## config.mk

```make
export PLATFORM = sky130hd
export DESIGN_NAME = ddr3_rd_scheduler
export DESIGN_NICKNAME = d
export VERILOG_FILES = /design/src/rtl/ddr3_pkg.sv /design/src/rtl/ddr3_credit_cnt.sv /design/src/rtl/ddr3_rd_scheduler.sv
export SDC_FILE = /design/constraint.sdc
export NUM_CORES = 1
export LEC_CHECK = 0
export ABC_CLOCK_PERIOD_IN_PS = 17700
export BUFFER_PORTS_ARGS = -buffer_cell sky130_fd_sc_hd__clkbuf_2
export CORE_AREA = 2 2 437 439
export DETAILED_ROUTE_END_ITERATION = 10
export DIE_AREA = 0 0 439 441
export PLACE_DENSITY_LB_ADDON = 0.12
export SETUP_SLACK_MARGIN = 0.4
export SYNTH_ARGS = -nofsm -noshare
export SYNTH_HDL_FRONTEND = slang
export SYNTH_HIERARCHICAL = 1
export SYNTH_SLANG_ARGS = --single-unit
```

## constraint.sdc

```tcl
create_clock -name clk -period 17.7 [get_ports clk]
set_input_delay 1.77 -clock clk [delete_from_list [all_inputs] [get_ports clk]]
set_output_delay 1.77 -clock clk [all_outputs]
set_load 0.05 [all_outputs]
```

## src/rtl/ddr3_pkg.sv

```systemverilog
// Shared DDR3 read-path definitions: MIG command codes, scheduler FSM states
// and output FIFO geometry.
package ddr3_pkg;

   localparam logic [2:0] MIG_CMD_READ  = 3'b001;
   localparam logic [2:0] MIG_CMD_WRITE = 3'b000;

   localparam int unsigned OUTFIFO_DEPTH = 64;

   typedef enum logic [1:0] {
      IDLE,
      ISSUE,
      DRAIN,
      DONE
   } rd_state_t;

endpackage

```

## src/rtl/ddr3_credit_cnt.sv

```systemverilog
// Outstanding-read counter and FIFO credit check for the DDR3 read scheduler.
// Credit counts free FIFO slots not yet claimed by reads in flight.
module ddr3_credit_cnt #(
   parameter int unsigned LEN_W      = 16,
   parameter int unsigned FIFO_DEPTH = 64,
   parameter int unsigned SLACK      = 2
) (
   input  logic       clk,
   input  logic       rst,
   input  logic       accept,
   input  logic       rd_valid,
   input  logic       fifo_wr_en,
   input  logic [6:0] fifo_data_count,
   output logic [6:0] outstanding,
   output logic       can_issue,
   output logic       can_issue_next
);

   localparam int unsigned CW = LEN_W + 2;

   logic signed [CW-1:0] credit;

   // A stray beat with nothing outstanding must not wrap the counter.
   always_ff @(posedge clk or posedge rst) begin
      if (rst) begin
         outstanding <= '0;
      end else if (accept && !rd_valid) begin
         outstanding <= outstanding + 7'd1;
      end else if (!accept && rd_valid && outstanding != '0) begin
         outstanding <= outstanding - 7'd1;
      end
   end

   always_comb begin
      credit = $signed(CW'(FIFO_DEPTH)) - $signed(CW'(fifo_data_count))
             - $signed(CW'(outstanding)) - $signed(CW'(fifo_wr_en))
             - $signed(CW'(SLACK));
      can_issue      = credit > $signed(CW'(0));
      // Back-to-back issue needs room for the command being accepted now.
      can_issue_next = credit > $signed(CW'(1));
   end

endmodule

```

## src/rtl/ddr3_rd_scheduler.sv

```systemverilog
// Credit-gated MIG read command issuer; forwards returned 512-bit beats to the
// DDR3 output FIFO through a one-cycle register.
module ddr3_rd_scheduler
   import ddr3_pkg::*;
#(
   parameter int unsigned ADDR_W     = 28,
   parameter int unsigned LEN_W      = 16,
   parameter int unsigned BURST_INC  = 8,
   parameter int unsigned FIFO_DEPTH = OUTFIFO_DEPTH,
   parameter int unsigned SLACK      = 2
) (
   input  logic              clk,
   input  logic              rst_n,
   input  logic              start,
   input  logic [ADDR_W-1:0] base_addr,
   input  logic [LEN_W-1:0]  num_bursts,
   output logic              busy,
   output logic              done,
   output logic              err_ovf,
   output logic              app_en,
   output logic [2:0]        app_cmd,
   output logic [ADDR_W-1:0] app_addr,
   input  logic              app_rdy,
   input  logic [511:0]      app_rd_data,
   input  logic              app_rd_data_valid,
   output logic [511:0]      fifo_din,
   output logic              fifo_wr_en,
   input  logic [6:0]        fifo_data_count
);

   rd_state_t         state, state_nxt;
   logic [ADDR_W-1:0] addr;
   logic [LEN_W-1:0]  remaining;
   logic [6:0]        outstanding;
   logic              accept, can_issue, can_issue_next, app_en_nxt;

   assign accept = app_en && app_rdy;

   ddr3_credit_cnt #(
      .LEN_W      (LEN_W),
      .FIFO_DEPTH (FIFO_DEPTH),
      .SLACK      (SLACK)
   ) u_credit (
      .clk             (clk),
      .rst             (rst_n),
      .accept          (accept),
      .rd_valid        (app_rd_data_valid),
      .fifo_wr_en      (fifo_wr_en),
      .fifo_data_count (fifo_data_count),
      .outstanding     (outstanding),
      .can_issue       (can_issue),
      .can_issue_next  (can_issue_next)
   );

   always_ff @(posedge clk or posedge rst_n) begin
      if (rst_n) state <= IDLE;
      else       state <= state_nxt;
   end

   always_comb begin
      state_nxt = state;
      case (state)
         IDLE:    if (start) state_nxt = (num_bursts == '0) ? DONE : ISSUE;
         ISSUE:   if (accept && remaining == LEN_W'(1)) state_nxt = DRAIN;
         DRAIN:   if (outstanding == '0 && !fifo_wr_en) state_nxt = DONE;
         DONE:    state_nxt = IDLE;
         default: state_nxt = IDLE;
      endcase
   end

   always_comb begin
      busy     = (state == ISSUE) || (state == DRAIN);
      done     = (state == DONE);
      app_cmd  = MIG_CMD_READ;
      app_addr = addr;
   end

   // Once raised, app_en holds until accepted regardless of credit.
   always_comb begin
      if (accept)
         app_en_nxt = (remaining > LEN_W'(1)) && can_issue_next;
      else
         app_en_nxt = app_en || ((state == ISSUE) && (remaining != '0) && can_issue);
   end

   always_ff @(posedge clk or posedge rst_n) begin
      if (rst_n) begin
         addr      <= '0;
         remaining <= '0;
         app_en    <= 1'b0;
      end else begin
         app_en <= app_en_nxt;
         if (state == IDLE && start) begin
            addr      <= base_addr;
            remaining <= num_bursts;
         end else if (accept) begin
            addr      <= addr + ADDR_W'(BURST_INC);
            remaining <= remaining - LEN_W'(1);
         end
      end
   end

   always_ff @(posedge clk or posedge rst_n) begin
      if (rst_n) begin
         fifo_wr_en <= 1'b0;
         fifo_din   <= '0;
         err_ovf    <= 1'b0;
      end else begin
         fifo_wr_en <= app_rd_data_valid;
         fifo_din   <= app_rd_data;
         if (app_rd_data_valid && outstanding == '0 && !accept) err_ovf <= 1'b1;
      end
   end

endmodule

```

# After elaboration in Yosys (flattened, before gate mapping)
# Index checks and enable logic that the tools add are counted.
# W data, S select, Z words.
# word_totals
memories	0
rom_bits	0
ram_bits	0
in_bits	568
ff_bits	568
elab_cells	63
latchBits	0
output_inout_bits	548
# op_classes
addsub	8
magnitude_cmp	3
multipliers	0
eq_ne	7
n_div	0
n_reduce_logical	25
shifts	0
n_mux	12
bitwise	0
# ops
cell	count
$mux W28	2
$mux W16	2
$add A28 B4 Y28 const B	1
$gt A18 B1 Y1 const B	1
$gt A18 B2 Y1 const B	1
$sub A18 B2 Y18	1
$sub A18 B3 Y18 const B	1
$sub A18 B8 Y18	1
$eq A16 B1 Y1 const B	1
$gt A16 B1 Y1 const B	1
$logic_not A16 Y1	1
$reduce_bool A16 Y1	1
$sub A16 B1 Y16 const B	1
$mux W7	2
$logic_and A1 B1 Y1	12
$mux W2	4
$pmux W2 S4	1
$sub A7 B7 Y8 const A	1
$add A7 B1 Y7 const B	1
$logic_not A7 Y1	1
$reduce_bool A7 Y1	1
$sub A7 B1 Y7 const B	1
$ne A2 B2 Y1 const B	3
$eq A2 B2 Y1 const B	2
7 further kinds	11

# Longest topological paths before layout
# Gate-level depths: netlist of run 1.
# depth
depth_word	8
ltp_mapped	18
depth_no_buf	18

# Cells and area by module
# The synthesis of run 1 kept the hierarchy.
# modules_own_cells
mod	cells_per_inst	instances	seq_area_each_um2	area_each_um2
ddr3_rd_scheduler	811	1	14038.5	15581.2
ddr3_credit_cnt	149	1	175.2	1237.4

# Worst setup path before layout of run 1
# OpenSTA, ideal clock, no wires.
# synth_path
path_kind	input -> register
start	input port fifo_data_count[3]
end	register app_en
t_required_ns	17.571
n_path_buf	0
setup_slack_ns	12.411
cell_stages	17
setup_time_ns	0.129
t_arrival_ns	5.160
path_cell_list	or4_4 -> nor2_1 -> xor2_1 -> ha_1 -> inv_1 -> ha_1 -> nand3_1 -> a21oi_1 -> a311oi_1 -> a311oi_1 -> nand4b_1 -> ha_1 -> or4bb_1 -> a211oi_1 -> a31oi_1 -> a31oi_1 -> a21oi_1
# synth_between
elab_chain_len	8
elab_cells_between_ends	10
classes_between	add/sub: 4; order compare: 2; mux: 1; reduce/logical: 3
# synth_rtl
element	line_no	rtl
from (decl)	ddr3_rd_scheduler.sv:28	input logic [6:0] fifo_data_count
$sub A7 B7 Y8	ddr3_credit_cnt.sv:35	credit = $signed(CW'(FIFO_DEPTH)) - $signed(CW'(fifo_data_count))
$sub A18 B8 Y18	ddr3_credit_cnt.sv:36	- $signed(CW'(outstanding)) - $signed(CW'(fifo_wr_en))
$sub A18 B2 Y18	ddr3_credit_cnt.sv:36	
$sub A18 B3 Y18	ddr3_credit_cnt.sv:37	- $signed(CW'(SLACK));
$gt A18 B1 Y1	ddr3_credit_cnt.sv:38	can_issue = credit > $signed(CW'(0));
via can_issue	ddr3_rd_scheduler.sv:35	logic accept, can_issue, can_issue_next, app_en_nxt;
$logic_and A1 B1 Y1	ddr3_rd_scheduler.sv:83	app_en_nxt = app_en || ((state == ISSUE) && (remaining != '0) && can_issue);
$logic_or A1 B1 Y1	ddr3_rd_scheduler.sv:83	
$mux W1	ddr3_rd_scheduler.sv:80	if (accept)
via app_en_nxt	ddr3_rd_scheduler.sv:35	
to (signal assigned)	ddr3_rd_scheduler.sv:92	app_en <= app_en_nxt;
to (decl)	ddr3_rd_scheduler.sv:20	output logic app_en,
# The timed path passes the listed nets, and every way through them passes these cells.
# A chain may end at the register's enable or synchronous reset.

# Worst setup path after layout of run 1
# Ends and elaborated chain as after synthesis.

==> summary.txt, run 1 <==
Route
  • DR WL/cell: between 20 and 25 µm
  • WL met1: just under 40,000 µm
  • Post-Route WL: ~100,000 µm
  • Post-DR vias/cell: 2.65
  • DRT antenna net count: 0
  • Pre-antenna DRT Iters: 4
  • # DRC: 0
  • WL met3: approximately 7000 µm
  • Metal2 WL: ~55,000 µm
  • Top sig layer: met5
  • Number of DRC markers in iteration 0: approximately 450
  • Via count: ~13,000

Floorplan
  • Initial Util: 0.0889
  • Die ar.: between 150,000 and 200,000 µm²
  • Die X-Extent: 439 µm
  • Row count: 160
  • Core area: roughly 190,000 µm²
  • DIE HEIGHT: around 440 µm
  • IO Pins: 1,116

Worst setup path
  • Worst Setup Start Kind: primary input
  • Worst R2R End: app_en
  • Crit Path Category: in2reg
  • Critical-path cell list: clkbuf_2 -> or4_4 -> nor2_1 -> xor2_1 -> ha_1 -> inv_1 -> ha_1 -> nand3_1 -> a21oi_1 -> a311oi_1 -> a311oi_1 -> nand4b_1 -> ha_1 -> or4bb_1 -> a211oi_1 -> a31oi_1 -> a31oi_1 -> a21oi_1
  • FF-to-FF setup slack: approximately 14 ns
  • Worst setup endpoint: app_en
  • CP endpoint kind: flop
  • Crit. Startpoint: fifo_data_count[3]
  • Worst-path maximum fanout: 5
  • CP most frequent cell: ha_1
  • Worst endpoint required time: roughly 18 ns
  • Arr. time, crit path: roughly 5.8 ns
  • Cell count of the worst reg-to-reg path: 15
  • CP max stage delay: around 0.57 ns
  • Reg2reg start: u_credit/outstanding[0]
  • CP max stage cell: or4_4

Power and ir drop
  • Cell area power density: between 100 and 150 nW/µm²
  • NetSw: 1.04 mW
  • Sw frac: 0.302
  • Sequential share of power: 0.401
  • Combinational Power Share: 0.124
  • P_leak: approximately 14 nW
  • P_int: around 2.4 mW
  • VDD IR-drop max: ~0.068 mV
  • Clock share of power: 0.476

Clocking
  • Root cell of the clock tree: clkbuf_16
  • CTS H-tree lvls: 3
  • Postcts setup bufs: 0
  • CTS Hold Bufs: 0
  • Clock Latency Late Sink: 0.72 ns
  • CTS buffer count: 79
  • Clk buf depth: 3
  • Clock Pin Slew Worst Setup and Hold Paths: about 0.070 ns
  • TritonCTS clock tree: built
  • Post-CTS sizing: 0
  • CTS sink count: roughly 570

Cells and area
  • Sequential standard cell area: approximately 14,000 µm²
  • Layout overhead on the synthesized area: 67.7%
  • Number of fillers in the final layout: 21,400
  • Share of layout cells above drive strength 1: 0.571
  • Post-route cell area: ~28,000 µm²
  • Fin nets: approximately 2,700
  • Multi-input gate area: between 2000 and 2500 µm²

Yosys
  • Sequential area share after synthesis: 0.845
  • Post-synthesis register bit count: 568
  • Synth area leaders: dfrtp_1 85%, ha_1 2.2%, a21oi_1 1.5%
  • Distinct cell type count after synthesis: 63
  • Post-synth top flop: dfrtp_1
  • Yosys top cell area share: 0.845
  • Mapped Area: about 17,000 µm²
  • Yosys warnings: 6
  • Area leader, netlist: dfrtp_1
  • Async SR Flop Fraction: 1.00
  • Post-synth EDFFs: 0
  • Cells after synthesis: 960
  • Syn_area_per_cell: 17.5 µm²

Placement
  • Routability cong.: about 0.76
  • Place WS: around 12 ns
  • DP Area: ~26,000 µm²
  • Port Buffers: roughly 1,100
  • HPWL Detailed: approximately 86,000 µm

STA
  • Minimum clock period: about 5.2 ns
  • Fin. Hold Viols: 0
  • Smallest setup slack after layout: around 12 ns
  • Highest clock rate: around 0.19 GHz
  • Final setup viols: 0
  • RSZ-0062 raised after global routing: no
  • Tcrit/Tclk final: 0.294
  • Worst rel slew slack: 0.394
  • Slew @ Worst Pin: ~0.91 ns
  • Clk_skew: between 0.04 and 0.05 ns
  • Slew Viols, Final: 0
  • Setup TNS: 0 ns

Job
  • Maxcap violations: 0

Global route
  • Largest net degree at the start of global routing: 125
  • Total grt overflow: 0
  • Vias in the first global route: roughly 14,000
  • First-pass GRT wire length: around 130,000 µm
  • Gr usage total: 0.104
  • Initial antenna violation count: 47

Hold path
  • Hold path depth: 1
  • Worst hold path type: reg2reg

Status
  • Outcome: finished, final reports clean
==> cell usage in the layout, fill, tap and decap left out, types with 4 or more instances in the layout <==
master | synthesis | routed
mux2_2 | 4 | 4
bufinv_16 | 0 | 5
xnor2_1 | 27 | 27
buf_4 | 3 | 10
nand2_1 | 30 | 29
o21ai_0 | 4 | 4
ha_1 | 29 | 29
clkinvlp_4 | 0 | 5
inv_1 | 33 | 32
nor2_1 | 55 | 55
or4_4 | 4 | 4
clkbuf_2 | 0 | 1112
nand4_1 | 10 | 10
clkinv_2 | 0 | 9
nor4_1 | 8 | 8
and3_1 | 5 | 5
mux2i_1 | 4 | 4
clkbuf_1 | 6 | 25
nor2b_1 | 4 | 4
clkbuf_16 | 0 | 79
and2_1 | 4 | 4
dfrtp_1 | 568 | 568
nand3_1 | 12 | 12
clkinv_16 | 0 | 4
diode_2 | 0 | 7
xor2_1 | 24 | 24
clkbuf_8 | 0 | 13
nor3_1 | 8 | 8
a21oi_1 | 50 | 50
==> synth_stat cells, types with 2 or more instances <==
library cell,n
buf_4,3
a21oi_1,50
nand2_1,30
nand4_1,10
nor3_1,8
and4_1,2
conb_1,2
mux2_2,4
xor2_1,24
nand3b_1,2
and3_1,5
a21boi_0,2
or3_1,3
or4_4,4
nand3_1,12
nor3_2,3
a221o_1,2
inv_1,33
nor4_1,8
fa_1,3
nand2b_1,2
mux2i_1,4
nand4b_1,3
nor2_1,55
a311oi_1,2
a21o_1,3
o221ai_1,2
nor2b_1,4
buf_1,4
xnor2_1,27
a31oi_1,2
a211oi_1,2
o21ai_0,4
o211ai_1,2
dfrtp_1,568
o21bai_1,3
ha_1,29
and2_1,4
clkbuf_1,6
==> cells by family after synthesis <==
| kind of cell | after synthesis | share of synthesized area |
|---|---|---|
| fa+ha+maj | 32 | 0.0251 |
| xor+xnor | 51 | 0.0266 |
| flops | 568 | 0.845 |
| buf+inv | 50 | 0.0130 |
| compound gates | 84 | 0.0317 |
| mux | 9 | 0.00595 |
| simple gates | 164 | 0.0521 |
| other cells | 2 | 0.000447 |
==> how the worst min path moves through the flow <==
stage | startpoint | end | slack (ns)
after floorplan | u_credit/outstanding[6] | u_credit/outstanding[6] | 0.51
after global placement | app_addr[0] | app_addr[0] | 0.50
after detailed placement | app_addr[0] | app_addr[0] | 0.50
after CTS | app_addr[0] | app_addr[0] | 0.53
after global routing | app_addr[1] | app_addr[1] | 0.55
final | app_addr[0] | app_addr[0] | 0.53
==> registers in the layout, summed over array words and instances, names as in the netlist <==
signal and flops:
app_addr 28, err_ovf 1, state 2, u_credit/outstanding 7, fifo_wr_en 1, app_en 1
fifo_din 512, remaining 16
==> stage by stage <==
step           std cells  utilization  hold WS (ns)  power [mW]
2_1_floorplan        961            -         0.506        1.65
3_3_place_gp        4579        0.135         0.495        1.85
3_5_place_dp        4579        0.135         0.502        1.84
4_1_cts             4721        0.149         0.528        3.56
5_1_grt             4722        0.149         0.546        3.62
6_report            4728        0.149         0.525        3.45
==> power by group through the flow <==
stage               clock network [mW]  registers [mW]  logic (mW)
detailed placement                   0            1.41       0.438
global route                      1.78            1.39       0.449
global placement                     0            1.41       0.441
CTS                               1.74            1.38       0.439
finish                            1.64            1.38       0.427
floorplan                            0            1.62      0.0341
==> per-layer routing <==
layer	up-vias	GRT usage
met3	162	0.0324
met1	6293	0.118
li1	5553	-
met5	-	0
met4	16	0.0323
met2	518	0.184
==> critical path: cells and delay by family <==
| family | cells | cell delay [ns] |
|---|---|---|
| XOR/XNOR | 1 | 0.08 |
| AO/OA/AOI/OAI | 7 | 1.42 |
| adder cells (fa/ha/maj) | 3 | 0.91 |
| AND/OR/NAND/NOR | 5 | 1.45 |
| buffers and inverters | 2 | 0.14 |
==> final cells by class <==
class | instances | area share
Multi-Input combinational cell | 343 | 0.0853
Antenna cell | 7 | 0.000621
Clock inverter | 25 | 0.0138
Inverter | 34 | 0.00466
Clock buffer | 117 | 0.0797
Tap cell | 2511 | 0.111
Sequential cell | 568 | 0.504
Timing Repair Buffer | 1123 | 0.201
Note: power is estimated with default switching activity, not from simulation.
==> run 2, diff against run 1 <==
--- a/config.mk
+++ b/config.mk
@@ -5,7 +5,7 @@
 export SDC_FILE = /design/constraint.sdc
 export NUM_CORES = 1
 export LEC_CHECK = 0
-export ABC_CLOCK_PERIOD_IN_PS = 17700
+export ABC_CLOCK_PERIOD_IN_PS = 4310
 export BUFFER_PORTS_ARGS = -buffer_cell sky130_fd_sc_hd__clkbuf_2
 export CORE_AREA = 2 2 437 439
 export DETAILED_ROUTE_END_ITERATION = 10
==> constraint.sdc (replaced) <==
create_clock -name clk -period 4.31 [get_ports clk]
set_input_delay 0.431 -clock clk [delete_from_list [all_inputs] [get_ports clk]]
set_output_delay 0.431 -clock clk [all_outputs]
set_load 0.05 [all_outputs]
==> run 2 against run 1 <==
Worst hold slack got worse by 0.43 ns; sequential power rose to 4.1 times the previous value; global-route usage is 0.15 points lower; sequential cell count unchanged; highest routed layer unchanged; clock power grew to 4.0 times the previous value; largest cell class unchanged; power rose to 4.2 times the previous value; count of clock-buffer cells in the layout is 2 higher; non-clock buffer count increased by 573; clock skew fell by 0.031 ns; die area unchanged; first-iteration DRC count fell by 9.8%.
==> summary.txt, run 2 (synthesized netlist as in run 1, its figures left out) <==
Status
  • Outcome: finished, final reports clean (unchanged)

Floorplan
  • Die ar.: 194,000 µm² (unchanged)
  • DIE HEIGHT: 441 µm (unchanged)
  • Initial Util: 0.0889 (unchanged)
  • Die X-Extent: 439 µm (unchanged)
  • IO Pins: 1,116 (unchanged)
  • Row count: 160 (unchanged)
  • Core area: 189,000 µm² (unchanged)

Worst setup path
  • Worst endpoint required time: 4.85 ns (was 18.25 ns)
  • Worst Setup Start Kind: flop (was primary input)
  • Arr. time, crit path: 4.17 ns (was 5.76 ns)
  • Crit Path Category: reg2reg (was in2reg)
  • CP max stage cell: or4bb_1 (was or4_4)
  • Critical-path cell list: inv_1 -> fa_1 -> inv_1 -> fa_2 -> and2_1 -> o21bai_2 -> o21ai_0 -> a311oi_2 -> nand4b_1 -> ha_1 -> or4bb_1 -> a211oi_2 -> a31oi_1 -> a31oi_1 -> a21oi_1 (was clkbuf_2 -> or4_4 -> nor2_1 -> xor2_1 -> ha_1 -> inv_1 -> ha_1 -> nand3_1 -> a21oi_1 -> a311oi_1 -> a311oi_1 -> nand4b_1 -> ha_1 -> or4bb_1 -> a211oi_1 -> a31oi_1 -> a31oi_1 -> a21oi_1)
  • CP max stage delay: 0.48 ns (was 0.57 ns)
  • Reg2reg start: u_credit/outstanding[0] (unchanged)
  • Crit. Startpoint: u_credit/outstanding[0] (was fifo_data_count[3])
  • Worst-path maximum fanout: 6 (was 5)
  • CP endpoint kind: flop (unchanged)
  • FF-to-FF setup slack: 0.67 ns (was 13.53 ns)
  • Worst R2R End: app_en (unchanged)
  • Cell count of the worst reg-to-reg path: 15 (unchanged)

STA
  • Slew @ Worst Pin: 0.912 ns (was 0.908 ns)
  • Slew Viols, Final: 0 (unchanged)
  • Fin. Hold Viols: 0 (unchanged)
  • Final setup viols: 0 (unchanged)
  • Highest clock rate: approximately 0.28 GHz
  • Minimum clock period: 3.64 ns
  • Setup TNS: 0 ns (unchanged)
  • RSZ-0062 raised after global routing: no (unchanged)
  • Worst rel slew slack: 0.392 (was 0.394)
  • Tcrit/Tclk final: 0.843
  • Clk_skew: 0.0135 ns (was 0.0448 ns)

Power and ir drop
  • Cell area power density: 424 nW/µm² (was 122 nW/µm²)
  • P_leak: 16.2 nW (was 13.8 nW)
  • VDD IR-drop max: 0.314 mV (was 0.0683 mV)
  • Final Power: 14.4 mW (was 3.45 mW)

Clocking
  • CTS H-tree lvls: 3 (unchanged)
  • Clock Pin Slew Worst Setup and Hold Paths: 0.05 ns (was 0.07 ns)
  • Clock Latency Late Sink: 0.68 ns (was 0.72 ns)
  • Clk buf depth: 3 (unchanged)
  • CTS sink count: 568 (unchanged)
  • Root cell of the clock tree: clkbuf_16 (unchanged)
  • TritonCTS clock tree: built (unchanged)
  • CTS buffer count: 78 (was 79)

Route
  • # DRC: 0 (unchanged)
  • DR WL/cell: 19.4 µm (was 22.0 µm)
  • Number of DRC markers in iteration 0: 403 (was 447)
  • Post-DR vias/cell: 2.74 (was 2.65)
  • Via count: 14,500 (was 12,500)
  • DRT antenna net count: 0 (unchanged)
  • Pre-antenna DRT Iters: 4 (unchanged)
  • Post-Route WL: 103,000 µm (was 104,000 µm)

Job
  • Maxcap violations: 0 (unchanged)

Cells and area
  • Final Non-Filler Cells: 5,298 (was 4,728)
  • Largest register FFs: 512 (unchanged)
  • Highest-count cells in the layout ignoring fill and taps: 1,112 x clkbuf_2, 567 x dfrtp_1, 556 x dlygate4sd3_1, 79 x clkbuf_16, 55 x nor2_1 (was 1,112 x clkbuf_2, 568 x dfrtp_1, 79 x clkbuf_16, 55 x nor2_1, 50 x a21oi_1)
  • Layout overhead on the synthesized area: 101% (was 67.7%)
  • Fin nets: 3,321 (was 2,749)
  • Share of layout cells above drive strength 1: 0.463 (was 0.571)
  • Commonest non-fill, non-tap cell in the layout: clkbuf_2 (unchanged)
  • Reg with most FFs: fifo_din (unchanged)

Hold path
  • Min-Delay Startpoint: num_bursts[15] (was app_addr[0])
  • Worst Hold Path EP: remaining[15] (was app_addr[0])
  • Hold path depth: 3 (was 1)
  • Worst hold path type: in2reg (was reg2reg)

Global route
  • Total grt overflow: 0 (unchanged)
  • Gr usage total: 0.102 (was 0.104)
  • First-pass GRT wire length: 135,000 µm (was 133,000 µm)
  • Initial antenna violation count: 21 (was 47)
  • Vias in the first global route: 16,400 (was 13,600)
  • Largest net degree at the start of global routing: 141 (was 125)

Placement
  • Port Buffers: 1,112 (unchanged)
  • Placed cells: 4,595 (was 4,579)
  • HPWL Detailed: 84,400 µm (was 86,200 µm)
  • Routability cong.: 0.766 (was 0.765)
## run 2: repair_timing
| action | in CTS | in global routing |
|---|---|---|
| hold buffers | 556 | 0 |
| pin swaps | 0 | 3 |
| buffers inserted | 0 | 1 |
| resized for setup | 2 | 4 |
| setup endpoints to repair | 1 | 1 |
| endpoints found under the hold margin | 575 | 0 |
## run 2: power by group
group,leakage (nW),internal (mW),total (mW),switching (mW)
clock,1.23,3.80,6.48,2.68
combinational,8.25,0.724,2.20,1.48
sequential,6.73,5.58,5.69,0.109
total,16.2,10.1,14.4,4.26
## run 2: routing by layer
metal  part of all wire  global-route usage  vias to the layer above
met3              0.066              0.0309                      151
met5            0.00013                   0                        -
met4              0.029              0.0338                        2
met1               0.35               0.110                     7164
met2               0.55               0.189                      494
li1                   -                   -                     6702
## run 2: how the worst max path moves through the flow
| stage | endpoint | slack [ns] | depth (start not counted) |
|---|---|---|---|
| 6_report | app_en | 0.67 | 15 |
| 3_5_place_dp | app_en | -0.03 | 18 |
| 5_1_grt | app_en | 0.43 | 15 |
| 2_1_floorplan | app_addr[0] | -3.76 | 1 |
| 3_3_place_gp | app_en | 0.0005 | 18 |
| 4_1_cts | app_en | 0.41 | 15 |
## run 2: cell type report
cell class	instances	area, µm²
multi-input combinational	343	2440
fill	21100	155000
timing repair buffer	1696	11400
clock buffer	119	2300
clock inverter	20	223
inverter	34	131
tap	2511	3140
antenna	7	17.5
sequential	568	14200
## run 2: worst max-delay path, delay by kind of cell, from the launching register on
family	cells	cell delay, ns
DFF	1	0.45
and+or+nand+nor	3	0.82
AOI/OAI and AO/OA	7	1.21
buffers and inverters	2	0.15
adders and majority gates	3	0.86
## run 2: per-stage QoR
step / hold slack, ns / instance area (µm²) / util / setup WS [ns]
after CTS: 0.00402 / 33800 / 0.179 / 0.415
after global routing: 0.0814 / 33900 / 0.179 / 0.426
final: 0.0926 / 33900 / 0.179 / 0.675
after floorplan: 0.234 / 16800 / - / -3.76
after global placement: 0.443 / 25700 / 0.136 / 0.000485
after detailed placement: 0.429 / 25700 / 0.136 / -0.0314
==> run 3, diff against run 2 <==
--- a/config.mk
+++ b/config.mk
@@ -5,11 +5,11 @@
 export SDC_FILE = /design/constraint.sdc
 export NUM_CORES = 1
 export LEC_CHECK = 0
-export ABC_CLOCK_PERIOD_IN_PS = 4310
+export ABC_CLOCK_PERIOD_IN_PS = 3750
 export BUFFER_PORTS_ARGS = -buffer_cell sky130_fd_sc_hd__clkbuf_2
-export CORE_AREA = 2 2 437 439
+export CORE_AREA = 2 2 440 442
 export DETAILED_ROUTE_END_ITERATION = 10
-export DIE_AREA = 0 0 439 441
+export DIE_AREA = 0 0 442 444
 export PLACE_DENSITY_LB_ADDON = 0.12
 export SETUP_SLACK_MARGIN = 0.4
 export SYNTH_ARGS = -nofsm -noshare
==> constraint.sdc (replaced) <==
create_clock -name clk -period 3.75 [get_ports clk]
set_input_delay 0.375 -clock clk [delete_from_list [all_inputs] [get_ports clk]]
set_output_delay 0.375 -clock clk [all_outputs]
set_load 0.05 [all_outputs]
==> run 3 against run 2 <==
Critical path depth is 1 lower; die area grew 1.4%; setup slack got worse by 0.39 ns; critical endpoint unchanged; largest cell class unchanged.
==> summary.txt, run 3 (synthesized netlist as in run 1, its figures left out) <==
Job
  • Maxcap violations: 0 (unchanged)

Floorplan
  • Initial Util: 0.0878 (was 0.0889)
  • DIE HEIGHT: 444 µm (was 441 µm)
  • Core area: 192,000 µm² (was 189,000 µm²)
  • Row count: 161 (was 160)
  • IO Pins: 1,116 (unchanged)
  • Die ar.: 196,000 µm² (was 194,000 µm²)
  • Die X-Extent: 442 µm (was 439 µm)

Worst setup path
  • FF-to-FF setup slack: 0.29 ns (was 0.67 ns)
  • Worst Setup Start Kind: flop (unchanged)
  • CP endpoint kind: flop (unchanged)
  • Cell count of the worst reg-to-reg path: 14 (was 15)
  • Worst endpoint required time: 4.32 ns (was 4.85 ns)
  • CP max stage cell: or4bb_1 (unchanged)
  • Crit Path Category: reg2reg (unchanged)
  • Worst Path Buf+Inv: 1 (was 2)
  • CP max stage delay: 0.51 ns (was 0.48 ns)
  • Worst-path maximum fanout: 5 (was 6)
  • Critical-path cell list: ha_1 -> inv_1 -> ha_4 -> a21o_1 -> or3_1 -> o21a_1 -> xnor2_1 -> nand4b_1 -> ha_1 -> or4bb_1 -> a211oi_2 -> a31oi_1 -> a31oi_1 -> a21oi_1 (was inv_1 -> fa_1 -> inv_1 -> fa_2 -> and2_1 -> o21bai_2 -> o21ai_0 -> a311oi_2 -> nand4b_1 -> ha_1 -> or4bb_1 -> a211oi_2 -> a31oi_1 -> a31oi_1 -> a21oi_1)
  • Worst R2R End: app_en (unchanged)
  • Reg2reg start: u_credit/outstanding[4] (was u_credit/outstanding[0])
  • Arr. time, crit path: 4.03 ns (was 4.17 ns)
  • Crit path max-delay family: simple AND/OR/NAND/NOR gates (was compound AO/OA/AOI/OAI gates)

Cells and area
  • Highest-count cells in the layout ignoring fill and taps: 1,112 x clkbuf_2, 567 x dfrtp_1, 558 x dlygate4sd3_1, 78 x clkbuf_16, 53 x nor2_1 (was 1,112 x clkbuf_2, 567 x dfrtp_1, 556 x dlygate4sd3_1, 79 x clkbuf_16, 55 x nor2_1)
  • Final Non-Filler Cells: 5,349 (was 5,298)
  • Layout overhead on the synthesized area: 103% (was 101%)
  • Largest register FFs: 512 (unchanged)
  • Commonest non-fill, non-tap cell in the layout: clkbuf_2 (unchanged)
  • Post-layout util: 0.178 (was 0.179)
  • Reg with most FFs: fifo_din (unchanged)
  • Share of layout cells above drive strength 1: 0.466 (was 0.463)
  • Fin nets: 3,339 (was 3,321)

Power and ir drop
  • P_leak: 16.3 nW (was 16.2 nW)
  • Final Power: 16.5 mW (was 14.4 mW)
  • Cell area power density: 485 nW/µm² (was 424 nW/µm²)
  • VDD IR-drop max: 0.378 mV (was 0.314 mV)

Route
  • Number of DRC markers in iteration 0: 438 (was 403)
  • DRT antenna net count: 0 (unchanged)
  • Post-DR vias/cell: 2.74 (about the same)
  • Via count: 14,700 (was 14,500)
  • # DRC: 0 (unchanged)
  • Pre-antenna DRT Iters: 4 (unchanged)
  • Post-Route WL: 102,000 µm (was 103,000 µm)
  • DR WL/cell: 19.2 µm (was 19.4 µm)

Clocking
  • CTS H-tree lvls: 3 (unchanged)
  • Root cell of the clock tree: clkbuf_16 (unchanged)
  • CTS sink count: 568 (unchanged)
  • CTS buffer count: 77 (was 78)
  • TritonCTS clock tree: built (unchanged)
  • Clock Pin Slew Worst Setup and Hold Paths: 0.07 ns (was 0.05 ns)
  • Clk buf depth: 3 (unchanged)
  • Clock Latency Late Sink: 0.69 ns (was 0.68 ns)

Global route
  • Largest net degree at the start of global routing: 117 (was 141)
  • First-pass GRT wire length: 139,000 µm (was 135,000 µm)
  • Gr usage total: 0.103 (was 0.102)
  • Total grt overflow: 0 (unchanged)
  • Vias in the first global route: 17,000 (was 16,400)
  • Initial antenna violation count: 26 (was 21)

STA
  • Clk_skew: 0.0317 ns (was 0.0135 ns)
  • Final setup viols: 0 (unchanged)
  • Setup TNS: 0 ns (unchanged)
  • Highest clock rate: 0.289 GHz (was 0.275 GHz)
  • RSZ-0062 raised after global routing: yes (was no)
  • Slew Viols, Final: 0 (unchanged)
  • Worst rel slew slack: 0.446 (was 0.392)
  • Fin. Hold Viols: 0 (unchanged)
  • Slew @ Worst Pin: 0.825 ns (was 0.912 ns)
  • Minimum clock period: 3.46 ns (was 3.64 ns)
  • Tcrit/Tclk final: 0.924 (was 0.843)

Placement
  • Placed cells: 4,625 (was 4,595)
  • Routability cong.: 0.756 (was 0.766)
  • Port Buffers: 1,112 (unchanged)
  • HPWL Detailed: 84,500 µm (was 84,400 µm)

Hold path
  • Min-Delay Startpoint: app_rdy (was num_bursts[15])
  • Worst hold path type: in2reg (unchanged)
  • Hold path depth: 3 (unchanged)
  • Worst Hold Path EP: err_ovf (was remaining[15])

Status
  • Outcome: finished, final reports clean (unchanged)
run 3: changes by cell type in the layout (fill, tap and decap cells not counted), sizes merged:
| cell | previous run | this run |
|---|---|---|
| dlygate4sd3 | 556 | 558 |
| clkinvlp | 4 | 3 |
| diode | 7 | 19 |
| buf | 28 | 45 |
| bufinv | 2 | 3 |
| clkinv | 11 | 15 |
| clkbuf | 1231 | 1232 |
run 3: cell type report:
cell class	instances	area (µm²)
fill	21300	157000
sequential	568	14200
timing repair buffer	1715	11600
tap	2526	3160
multi-input combinational	343	2470
clock buffer	120	2250
clock inverter	24	293
inverter	34	131
antenna	19	47.5
run 3: through the flow:
step / setup slack [ns] / hold slack, ns / cell area, µm²
after CTS: 0.272 / 0.00451 / 34100
after global placement: -0.297 / 0.389 / 25900
after global routing: 0.0212 / 0.147 / 34100
after detailed placement: -0.305 / 0.379 / 25900
after floorplan: -4.26 / 0.178 / 16900
final: 0.287 / 0.182 / 34100
run 3: power by group:
group          internal (mW)  switching, mW
Combinational          0.845           1.69
Clock                   4.37           3.10
Sequential              6.41          0.118
run 3: how the worst max path moves through the flow:
stage                            start          end  slack (ns)  depth (start not counted)
2_1_floorplan                    rst_n  app_addr[0]       -4.26                          1
3_3_place_gp        fifo_data_count[0]       app_en       -0.30                         17
3_5_place_dp        fifo_data_count[0]       app_en       -0.31                         17
4_1_cts        u_credit/outstanding[4]       app_en        0.27                         14
5_1_grt        u_credit/outstanding[4]       app_en        0.02                         14
6_report       u_credit/outstanding[4]       app_en        0.29                         14
run 3: what timing repair did:
item | 4_1_cts | 5_1_grt
endpoints found under the setup margin | 1 | 1
pin swaps | 2 | 0
endpoints found under the hold margin | 576 | 1
hold buffers | 557 | 1
gates resized for setup | 3 | 1
setup buffers | 3 | 0
run 3: worst reg2reg max path, delay by kind of cell, from the launching register on:
family | cells | cell delay [ns]
buffers and inverters | 1 | 0.09
flip-flops | 1 | 0.43
AND/OR/NAND/NOR | 3 | 0.98
XOR/XNOR | 1 | 0.13
AO/OA/AOI/OAI | 6 | 0.94
adder cells (fa/ha/maj) | 3 | 0.80
run 3: per-layer routing:
| metal | track usage | vias to the layer above | wire, µm |
|---|---|---|---|
| li1 | - | 6759 | - |
| met1 | 0.106 | 7224 | 36200 |
| met2 | 0.191 | 538 | 55700 |
| met3 | 0.0327 | 150 | 6680 |
| met4 | 0.0427 | 4 | 3870 |
| met5 | 0 | - | 28 |
